File: src/rtl/lsu_pkg.sv
// Shared types and helpers for the load/store unit: FSM states, funct3 encodings,
// byte-mask and access-fault decode used by both the FSM and the lane aligner.
package lsu_pkg;

   typedef enum logic [1:0] {
      S_IDLE,
      S_REQ,
      S_WAIT,
      S_DONE
   } lsu_state_e;

   localparam logic [2:0] F3_B  = 3'b000;
   localparam logic [2:0] F3_H  = 3'b001;
   localparam logic [2:0] F3_W  = 3'b010;
   localparam logic [2:0] F3_D  = 3'b011;
   localparam logic [2:0] F3_BU = 3'b100;
   localparam logic [2:0] F3_HU = 3'b101;
   localparam logic [2:0] F3_WU = 3'b110;

   // Right-justified byte enables for an access of 1/2/4/8 bytes (funct3[1:0]).
   function automatic logic [7:0] size_mask(input logic [1:0] sz);
      logic [7:0] m;
      case (sz)
         2'b00:   m = 8'h01;
         2'b01:   m = 8'h03;
         2'b10:   m = 8'h0F;
         default: m = 8'hFF;
      endcase
      return m;
   endfunction

   // Unsupported encodings share the misaligned fault path so no memory op is issued.
   function automatic logic access_fault(input logic       is_store,
                                         input logic [2:0] funct3,
                                         input logic [2:0] off);
      logic bad;
      bad = 1'b0;
      if (funct3 == 3'b111 || (is_store && funct3[2])) begin
         bad = 1'b1;
      end else begin
         case (funct3[1:0])
            2'b01:   bad = off[0];
            2'b10:   bad = |off[1:0];
            2'b11:   bad = |off;
            default: bad = 1'b0;
         endcase
      end
      return bad;
   endfunction

endpackage

File: src/rtl/lsu_if.sv
// Data-side memory port: one request channel and one response channel.
// The LSU is the master; the memory (or a bench model) is the slave.
interface lsu_dmem_if #(
   parameter int ADDRSZ = 64,
   parameter int WORDSZ = 64
);
   logic                  dreq_valid;
   logic                  dreq_ready;
   logic [ADDRSZ-1:0]     dreq_addr;
   logic                  dreq_we;
   logic [WORDSZ-1:0]     dreq_wdata;
   logic [WORDSZ/8-1:0]   dreq_wstrb;
   logic                  dresp_valid;
   logic [WORDSZ-1:0]     dresp_rdata;

   modport master (
      output dreq_valid, dreq_addr, dreq_we, dreq_wdata, dreq_wstrb,
      input  dreq_ready, dresp_valid, dresp_rdata
   );

   modport slave (
      input  dreq_valid, dreq_addr, dreq_we, dreq_wdata, dreq_wstrb,
      output dreq_ready, dresp_valid, dresp_rdata
   );
endinterface

File: src/rtl/lsu_align.sv
// Byte-lane alignment shared by both paths: shifts store data/strobes into lane
// position and extracts plus sign/zero-extends load data from a doubleword.
module lsu_align
   import lsu_pkg::*;
(
   input  logic [2:0]  funct3,
   input  logic [2:0]  off,
   input  logic [63:0] st_data,
   input  logic [63:0] ld_dword,
   output logic [63:0] st_wdata,
   output logic [7:0]  st_wstrb,
   output logic [63:0] ld_result
);

   logic [5:0]  lane_shift;
   logic [63:0] raw;

   assign lane_shift = {off, 3'b000};

   always_comb begin
      // NOTE: every output gets a default before the case so no latch is inferred.
      ld_result = '0;
      st_wdata  = st_data << lane_shift;
      st_wstrb  = size_mask(funct3[1:0]) << off;
      raw       = ld_dword >> lane_shift;
      case (funct3)
         F3_B:    ld_result = {{56{raw[7]}},  raw[7:0]};
         F3_H:    ld_result = {{48{raw[15]}}, raw[15:0]};
         F3_W:    ld_result = {{32{raw[31]}}, raw[31:0]};
         F3_D:    ld_result = raw;
         F3_BU:   ld_result = {56'd0, raw[7:0]};
         F3_HU:   ld_result = {48'd0, raw[15:0]};
         F3_WU:   ld_result = {32'd0, raw[31:0]};
         default: ld_result = '0;
      endcase
   end

endmodule

File: src/rtl/load_store_unit.sv
// Memory stage: accepts one load/store from the ALU, issues a single doubleword
// request, and hands aligned, extended load data to write-back.
module load_store_unit
   import lsu_pkg::*;
#(
   parameter int ADDRSZ = 64,
   parameter int WORDSZ = 64,
   parameter int REGSZ  = 5
) (
   input  logic              clk,
   input  logic              reset,
   input  logic              in_valid,
   output logic              in_ready,
   input  logic              in_is_store,
   input  logic [2:0]        in_funct3,
   input  logic [ADDRSZ-1:0] in_addr,
   input  logic [WORDSZ-1:0] in_wdata,
   input  logic [REGSZ-1:0]  in_rd,
   lsu_dmem_if.master        dmem,
   output logic              out_valid,
   output logic              out_wr_en,
   output logic [REGSZ-1:0]  out_rd,
   output logic [WORDSZ-1:0] out_data,
   output logic              out_misaligned
);

   lsu_state_e        state_q, state_d;
   logic              is_store_q, is_store_d;
   logic [2:0]        funct3_q, funct3_d;
   logic [ADDRSZ-1:0] addr_q, addr_d;
   logic [WORDSZ-1:0] wdata_q, wdata_d;
   logic [REGSZ-1:0]  rd_q, rd_d;
   logic              fault_q, fault_d;
   logic [WORDSZ-1:0] rdata_q, rdata_d;

   logic [63:0]       st_wdata, ld_result;
   logic [7:0]        st_wstrb;
   logic              is_load_ok;

   lsu_align u_align (
      .funct3    (funct3_q),
      .off       (addr_q[2:0]),
      .st_data   (wdata_q),
      .ld_dword  (rdata_q),
      .st_wdata  (st_wdata),
      .st_wstrb  (st_wstrb),
      .ld_result (ld_result)
   );

   assign is_load_ok = !is_store_q && !fault_q;

   always_comb begin
      state_d    = state_q;
      is_store_d = is_store_q;
      funct3_d   = funct3_q;
      addr_d     = addr_q;
      wdata_d    = wdata_q;
      rd_d       = rd_q;
      fault_d    = fault_q;
      rdata_d    = rdata_q;
      case (state_q)
         S_IDLE: if (in_valid) begin
            is_store_d = in_is_store;
            funct3_d   = in_funct3;
            addr_d     = in_addr;
            wdata_d    = in_wdata;
            rd_d       = in_rd;
            fault_d    = access_fault(in_is_store, in_funct3, in_addr[2:0]);
            state_d    = fault_d ? S_DONE : S_REQ;
         end
         S_REQ:  if (dmem.dreq_ready) state_d = S_WAIT;
         S_WAIT: if (dmem.dresp_valid) begin
            rdata_d = dmem.dresp_rdata;
            state_d = S_DONE;
         end
         default: state_d = S_IDLE;
      endcase
   end

   // Outputs are gated by state so idle/reset values are zero regardless of latched data.
   always_comb begin
      in_ready        = (state_q == S_IDLE);
      dmem.dreq_valid = 1'b0;
      dmem.dreq_addr  = '0;
      dmem.dreq_we    = 1'b0;
      dmem.dreq_wdata = '0;
      dmem.dreq_wstrb = '0;
      out_valid       = 1'b0;
      out_wr_en       = 1'b0;
      out_rd          = '0;
      out_data        = '0;
      out_misaligned  = 1'b0;
      if (state_q == S_REQ) begin
         dmem.dreq_valid = 1'b1;
         dmem.dreq_addr  = {addr_q[ADDRSZ-1:3], 3'b000};
         dmem.dreq_we    = is_store_q;
         dmem.dreq_wdata = is_store_q ? st_wdata : '0;
         dmem.dreq_wstrb = is_store_q ? st_wstrb : '0;
      end
      if (state_q == S_DONE) begin
         out_valid      = 1'b1;
         out_wr_en      = is_load_ok && (rd_q != '0);
         out_rd         = rd_q;
         out_data       = is_load_ok ? ld_result : '0;
         out_misaligned = fault_q;
      end
   end

   always_ff @(posedge clk) begin
      if (reset) state_q <= S_IDLE;
      else       state_q <= state_d;
   end

   // NOTE: datapath registers are not reset; they are always reloaded before use and every output is gated by state.
   always_ff @(posedge clk) begin
      is_store_q <= is_store_d;
      funct3_q   <= funct3_d;
      addr_q     <= addr_d;
      wdata_q    <= wdata_d;
      rd_q       <= rd_d;
      fault_q    <= fault_d;
      rdata_q    <= rdata_d;
   end

endmodule

File: src/flat_wrapper.sv
// flat-port wrapper written by rule: the top's interface ports become plain ports
module load_store_unit_flat import lsu_pkg::*;
#(
   parameter int ADDRSZ = 64,
   parameter int WORDSZ = 64,
   parameter int REGSZ  = 5
)
  (clk, reset, in_valid, in_ready, in_is_store, in_funct3, in_addr, in_wdata, in_rd, out_valid, out_wr_en, out_rd, out_data, out_misaligned, dmem_dreq_valid, dmem_dreq_addr, dmem_dreq_we, dmem_dreq_wdata, dmem_dreq_wstrb, dmem_dreq_ready, dmem_dresp_valid, dmem_dresp_rdata);
  lsu_dmem_if #(.ADDRSZ(ADDRSZ), .WORDSZ(WORDSZ)) dmem_i ();
  input  logic clk;
  input  logic reset;
  input  logic in_valid;
  output logic in_ready;
  input  logic in_is_store;
  input  logic [2:0] in_funct3;
  input  logic [ADDRSZ-1:0] in_addr;
  input  logic [WORDSZ-1:0] in_wdata;
  input  logic [REGSZ-1:0] in_rd;
  output logic out_valid;
  output logic out_wr_en;
  output logic [REGSZ-1:0] out_rd;
  output logic [WORDSZ-1:0] out_data;
  output logic out_misaligned;
  output wire logic [$bits(dmem_i.dreq_valid)-1:0] dmem_dreq_valid;
  output wire logic [$bits(dmem_i.dreq_addr)-1:0] dmem_dreq_addr;
  output wire logic [$bits(dmem_i.dreq_we)-1:0] dmem_dreq_we;
  output wire logic [$bits(dmem_i.dreq_wdata)-1:0] dmem_dreq_wdata;
  output wire logic [$bits(dmem_i.dreq_wstrb)-1:0] dmem_dreq_wstrb;
  input wire logic [$bits(dmem_i.dreq_ready)-1:0] dmem_dreq_ready;
  input wire logic [$bits(dmem_i.dresp_valid)-1:0] dmem_dresp_valid;
  input wire logic [$bits(dmem_i.dresp_rdata)-1:0] dmem_dresp_rdata;
  assign dmem_dreq_valid = dmem_i.dreq_valid;
  assign dmem_dreq_addr = dmem_i.dreq_addr;
  assign dmem_dreq_we = dmem_i.dreq_we;
  assign dmem_dreq_wdata = dmem_i.dreq_wdata;
  assign dmem_dreq_wstrb = dmem_i.dreq_wstrb;
  assign dmem_i.dreq_ready = dmem_dreq_ready;
  assign dmem_i.dresp_valid = dmem_dresp_valid;
  assign dmem_i.dresp_rdata = dmem_dresp_rdata;
  load_store_unit #(.ADDRSZ(ADDRSZ), .WORDSZ(WORDSZ), .REGSZ(REGSZ)) u_core (.clk(clk), .reset(reset), .in_valid(in_valid), .in_ready(in_ready), .in_is_store(in_is_store), .in_funct3(in_funct3), .in_addr(in_addr), .in_wdata(in_wdata), .in_rd(in_rd), .dmem(dmem_i), .out_valid(out_valid), .out_wr_en(out_wr_en), .out_rd(out_rd), .out_data(out_data), .out_misaligned(out_misaligned));
endmodule
File: config.mk
export PLATFORM = sky130hd
export DESIGN_NAME = load_store_unit_flat
export DESIGN_NICKNAME = d
export VERILOG_FILES = /design/src/rtl/lsu_pkg.sv /design/src/rtl/lsu_if.sv /design/src/rtl/lsu_align.sv /design/src/rtl/load_store_unit.sv /design/src/flat_wrapper.sv
export SDC_FILE = /design/constraint.sdc
export NUM_CORES = 1
export LEC_CHECK = 0
export CAP_MARGIN = 20
export CORE_ASPECT_RATIO = 0.8
export CORE_MARGIN = 2
export CORE_UTILIZATION = 49
export DETAILED_ROUTE_END_ITERATION = 16
export PLACE_DENSITY_LB_ADDON = 0.25
export SLEW_MARGIN = 20
export SYNTH_ARGS = -nofsm -noshare
export SYNTH_HDL_FRONTEND = slang
export SYNTH_SLANG_ARGS = --single-unit
File: constraint.sdc
create_clock -name clk -period 13.6 [get_ports clk]
set_clock_uncertainty 0.1 [all_clocks]
set_input_delay 3.4 -clock clk [delete_from_list [all_inputs] [get_ports clk]]
set_output_delay 3.4 -clock clk [all_outputs]
set_load 0.005 [all_outputs]
==> results.tsv, run 1 <==
metric	value	unit
die_area	24400	um2
initial_core_util	50.1	%
io_buffers	413	
totalWireLength	35.6	mm
hold_buffers	0	
top_level_ports	417	
htree_levels	1	
synth-seq-area-share	53.9	%
powerDensity	155	nW/um2
ys_warn_count	0	
rsz0062_at_grt	no	
syn_area	11300	um2
clock_latency	510	ps
whs_path_depth	2	
grt-busiest-layer	met2	
cp_common_cell	a21oi_1	
r2r_cells	4	
layoutNonFillerInstCount	1667	
grt_pass1_wl	53.9	mm
critPathArrivalTime	4430	ps
worstPathMaxFanout	63	
total_power	2.54	mW
grt_pass1_vias	9156	
layout.nets	1554	
grt_remaining_overflow	0	
crit_required	10100	ps
max-slew-margin-rel	27.9	%
whs	408	ps
drive_gt1_share	11.1	%
path_buf_inv	3	
drc	0	
gr-usage-met1	35.8	%
coreArea	22600	um2
grt_max_degree	91	
root_buffer	clkbuf_16	
cts_tree	built	
drtPass1Iterations	5	
dp_cells	1624	
post_drt_wl_per_cell	21.3	um
finalHoldViolations	0	
diodes	0	
area_growth	44.6	%
met2_usage	47.5	%
synth_cell_types	52	
async_flop_share	0	%
place_congestion	0.946	
peakVddDrop	0.000144	V
drt_iter0_drc	834	
cpPeakStageDelay	960	ps
viasPerCell	5.59	
place_hpwl	25.1	mm
ys_ff_latch	204	
globalRouteTotalUtil	28.4	%
yosys_most_used_dff	edfxtp_1	
die_w	174	um
max-cap-violations	0	
cp_top_family	buffers and inverters	
setup_viol	0	
cts_made_buffers	23	
fin_tns_setup	0	ps
drv_slew	0	
clk_pin_slew	60	ps
endpoint_kind	output pin	
fmax	126	MHz
cts-resized-gates	0	
num_rows	49	
synth_edf_count	202	
tightest_slew	1080	ps
setup.worst_path.start_class	register	
grt_use_met3	7.52	%
period_share	58.3	%
crit_type	reg -> out	
cts_sinks	204	
worstHoldPathType	reg -> reg	
crit_path_top_delay_cell	edfxtp_1	
fin_crit	7930	ps
drtAntennaViolNets	0	
dpl_cell_area	15500	um2
die-height	140	um
postSynthCellCount	972	
grt_antenna_before_repair	0	
crit_cells	8	
path_cells	buf_4 > nor3b_4 > a22oi_1 > a21oi_1 > a211oi_4 > buf_6 > a21oi_1 > clkdlybuf4s50_1	
synth.avg_cell_area	11.7	um2
p_leak	5.65	nW
design_area	16400	um2
clk_path_buf_depth	3	
via_count	9314	
status	finished, final reports clean	
post-cts-setup-buffers	0	
==> area by class of cell <==
cell class | count | area (um2)
clock buffers | 28 | 634
clock inverters | 14 | 226
fillers | 1534 | 6220
inverters | 13 | 48.8
multi-input cells | 676 | 4760
flip-flops and latches | 204 | 6110
well taps | 306 | 383
repair buffers | 426 | 4240
==> worst paths after layout <==
check                    startpoint            endpoint  slack [ps]
setup / recovery   u_core.addr_q[2]        out_data[45]        5670
hold / removal    u_core.state_q[0]   u_core.state_q[0]         410
setup reg to reg  u_core.state_q[1]  u_core.wdata_q[46]       10710
hold reg to reg   u_core.state_q[0]   u_core.state_q[0]         410
==> metrics by stage <==
stage	setup slack, ps	util [%]
after floorplan	6450	-
after global placement	6320	68.6
after detailed placement	6150	68.6
after CTS	5580	72.4
after global routing	5420	72.5
final	5670	72.5
==> tightest hold or removal path, stage by stage (launching register included) <==
cell     delay [ps]
dfxtp_1         340
nand2_1          70
a21oi_1          50
==> kinds of logic after synthesis <==
logic type,synth area share (%)
other,0.0331
multiplexers,15.1
AND/OR/NAND/NOR,15.6
adder cells (fa/ha/maj),0.441
flip-flops,53.9
AO/OA/AOI/OAI,10.6
buffers and inverters,4.36
==> layer usage <==
metal  wire length, um  vias up
met1             13600     4469
met4              1320        0
li1                  -     4279
met5                 0        -
met3              3220       73
met2             17400      493
==> registers in the layout, summed over array words and instances (netlist names) <==
signal,count
u_core.is_store_q,1
u_core.fault_q,1
u_core.funct3_q,3
u_core.wdata_q,64
u_core.addr_q,64
u_core.rd_q,5
u_core.rdata_q,64
u_core.state_q,2
==> cells in the mapped netlist (2+ instances only) <==
cell	instances	share of area, %
a21oi_2	11	0.85
ha_1	4	0.44
mux2i_1	58	5.1
edfxtp_1	202	53
a22oi_1	2	0.13
o21ai_0	33	1.5
nand2b_1	11	0.61
mux4_2	29	5.8
a211oi_1	32	2.1
or3b_2	7	0.54
buf_6	7	0.70
o31a_1	7	0.54
o22a_1	8	0.62
dfxtp_1	2	0.35
clkbuf_1	35	1.2
nor2b_1	47	2.6
buf_4	17	1.1
a21oi_1	74	3.3
nor3_1	6	0.26
and2_1	78	4.3
nor2_1	90	3.0
buf_2	20	0.88
mux2_2	41	4.1
o21a_1	4	0.26
inv_1	13	0.43
or3_1	3	0.17
nand3_1	3	0.13
o31ai_1	7	0.46
buf_1	2	0.066
nand2_1	97	3.2
==> cells in the final DEF, fill, tap and decap left out, types with 6 or more instances in the layout <==
master           count
a211oi_1            32
a21oi_1             74
a21oi_2             11
and2_1              76
buf_4               12
bufinv_16            6
clkbuf_16           23
clkdlybuf4s50_1    413
edfxtp_1           202
inv_1               13
mux2_2              41
mux2i_1             58
mux4_2              29
nand2_1             97
nand2b_1            11
nor2_1              90
nor2b_1             47
nor3_1               6
o21ai_0             33
o22a_1               8
o31a_1               7
o31ai_1              7
or3b_2               7
==> power breakdown <==
group          internal (mW)  switching (mW)  total [mW]
combinational          0.436           0.470       0.907
sequential             0.861          0.0712       0.932
clock                  0.446           0.256       0.702
total                   1.74           0.798        2.54
No activity file was read; power rests on OpenSTA's default activity.
==> run 2: changes to the inputs <==
--- a/config.mk
+++ b/config.mk
@@ -8,7 +8,7 @@
 export CAP_MARGIN = 20
 export CORE_ASPECT_RATIO = 0.8
 export CORE_MARGIN = 2
-export CORE_UTILIZATION = 49
+export CORE_UTILIZATION = 41
 export DETAILED_ROUTE_END_ITERATION = 16
 export PLACE_DENSITY_LB_ADDON = 0.25
 export SLEW_MARGIN = 20
==> constraint.sdc (replaced) <==
create_clock -name clk -period 6.5 [get_ports clk]
set_clock_uncertainty 0.1 [all_clocks]
set_input_delay 1.625 -clock clk [delete_from_list [all_inputs] [get_ports clk]]
set_output_delay 1.625 -clock clk [all_outputs]
set_load 0.005 [all_outputs]
==> run 2 against run 1 <==
  * Critical path type unchanged
  * Critical path depth decreased by 2
  * Largest power group unchanged
  * Worst setup slack got worse by 4800 ps
  * Global-route usage fell by 4.3 points
  * Total power up 100%
  * Highest routed layer is now met5
==> results.tsv, run 2 (synthesis gave the netlist of run 1 again) <==
metric	value	unit
power_frac_seq	38.5	%
drtAntennaViolNets	0	
cts_sinks	204	
cts-resized-gates	0	
drive_gt1_share	11.0	%
rsz0062_at_grt	no	
worstPathMaxFanout	20	
die_area	29000	um2
viasPerCell	5.38	
num_rows	54	
root_buffer	clkbuf_16	
r2r_cells	4	
area_growth	44.8	%
grt_antenna_before_repair	3	
endpoint_kind	output pin	
powerDensity	310	nW/um2
crit_type	reg -> out	
grt_max_degree	75	
setup.worst_path.start_class	register	
hold_buffers	0	
fillers	2208	
drt_iter0_drc	724	
totalWireLength	35.8	mm
clk_pin_slew	60	ps
p_leak	5.61	nW
fmax	177	MHz
globalRouteTotalUtil	24.0	%
max-cap-violations	0	
clock_latency	540	ps
period_share	86.8	%
die-height	153	um
peakVddDrop	0.000299	V
coreArea	27200	um2
clk_path_buf_depth	3	
cts_made_buffers	24	
status	finished, final reports clean	
htree_levels	1	
finalHoldViolations	0	
post_drt_wl_per_cell	20.7	um
place_hpwl	25.6	mm
max-slew-margin-rel	25.6	%
cts_tree	built	
critPathArrivalTime	3920	ps
io_buffers	413	
top_regs	u_core.addr_q: 64 flops, u_core.rdata_q: 64 flops, u_core.wdata_q: 64 flops	
crit_required	4780	ps
grt_pass1_vias	9018	
drv_slew	0	
drc	0	
worstHoldPathType	reg -> reg	
dp_cells	1688	
grt_pass1_wl	53.7	mm
final_cell_mix	clkdlybuf4s50_1, edfxtp_1, nand2_1, nor2_1, and2_1	
fin_tns_setup	0	ps
setup_viol	0	
die_w	190	um
swShare	32.9	%
place_congestion	0.873	
via_count	9326	
drtPass1Iterations	5	
initial_core_util	41.6	%
p_sw	1.68	mW
grt_remaining_overflow	0	
fin_util	60.3	%
layout_commonest_cell	clkdlybuf4s50_1	
layout.nets	1561	
tightest_slew	1120	ps
post-cts-setup-buffers	0	
layoutNonFillerInstCount	1734	
p_int	3.41	mW
whs_path_depth	2	
comb_power_share	37.5	%
fin_crit	5640	ps
top_level_ports	417	
pwr-share-clk	24.0	%
-- run 2: cell count changes in the layout (fill, tap and decap cells not counted), moves of 2 or more --
| cell | previous run | this run |
|---|---|---|
| clkbuf_1 | 1 | 6 |
| clkbuf_8 | 4 | 0 |
| buf_4 | 12 | 15 |
| clkinv_2 | 3 | 5 |
| bufinv_16 | 6 | 0 |
| clkinv_1 | 3 | 7 |
| buf_12 | 0 | 3 |
-- run 2: power groups by stage --
stage	logic [mW]	registers [mW]	clock network [mW]
3_5_place_dp	1.89	1.98	0
6_report	1.91	1.96	1.22
2_1_floorplan	1.16	1.94	0
3_3_place_gp	1.88	1.98	0
4_1_cts	1.91	1.96	1.26
5_1_grt	2.08	1.99	1.31
-- run 2: critical path, cell delays in order, from the launching register on --
cell,delay (ps)
edfxtp_1,910
mux2_2,430
nor3_1,350
a211oi_4,110
a21oi_2,890
a21oi_1,170
clkdlybuf4s50_1,500
-- run 2: final cells by class --
cell class / count / area [um2] / share of cell area (%)
flip-flops and latches: 204 / 6110 / 37.2
well taps: 364 / 455 / 2.77
multi-input cells: 676 / 4770 / 29.1
clock buffers: 30 / 623 / 3.80
clock inverters: 14 / 88.8 / 0.541
repair buffers: 432 / 4320 / 26.3
inverters: 13 / 48.8 / 0.297
diodes: 1 / 2.50 / 0.0152
-- run 2: stage by stage --
stage / hold WS, ps / setup slack (ps) / instance area (um2) / power [mW]
global placement: 384 / 1580 / 15700 / 3.86
floorplan: 360 / 1120 / 11300 / 3.10
CTS: 402 / 838 / 16400 / 5.13
detailed placement: 393 / 1440 / 15700 / 3.88
global route: 430 / 699 / 16400 / 5.37
finish: 404 / 858 / 16400 / 5.09
-- run 2: path summary, 6_finish.rpt --
path | slack, ps | end | start
hold reg to reg | 400 | u_core.state_q[1] | u_core.state_q[1]
setup / recovery | 860 | out_data[18] | u_core.addr_q[1]
hold / removal | 400 | u_core.state_q[1] | u_core.state_q[1]
setup reg to reg | 4050 | u_core.wdata_q[59] | u_core.state_q[1]
-- run 2: per-layer routing --
| layer | track usage (%) | part of all wire, % | vias to the layer above |
|---|---|---|---|
| met5 | 0 | 0.028 | - |
| met4 | 6.24 | 2.5 | 2 |
| met3 | 7.58 | 11 | 59 |
| met2 | 38.8 | 47 | 448 |
| met1 | 31.4 | 40 | 4520 |
| li1 | - | - | 4297 |
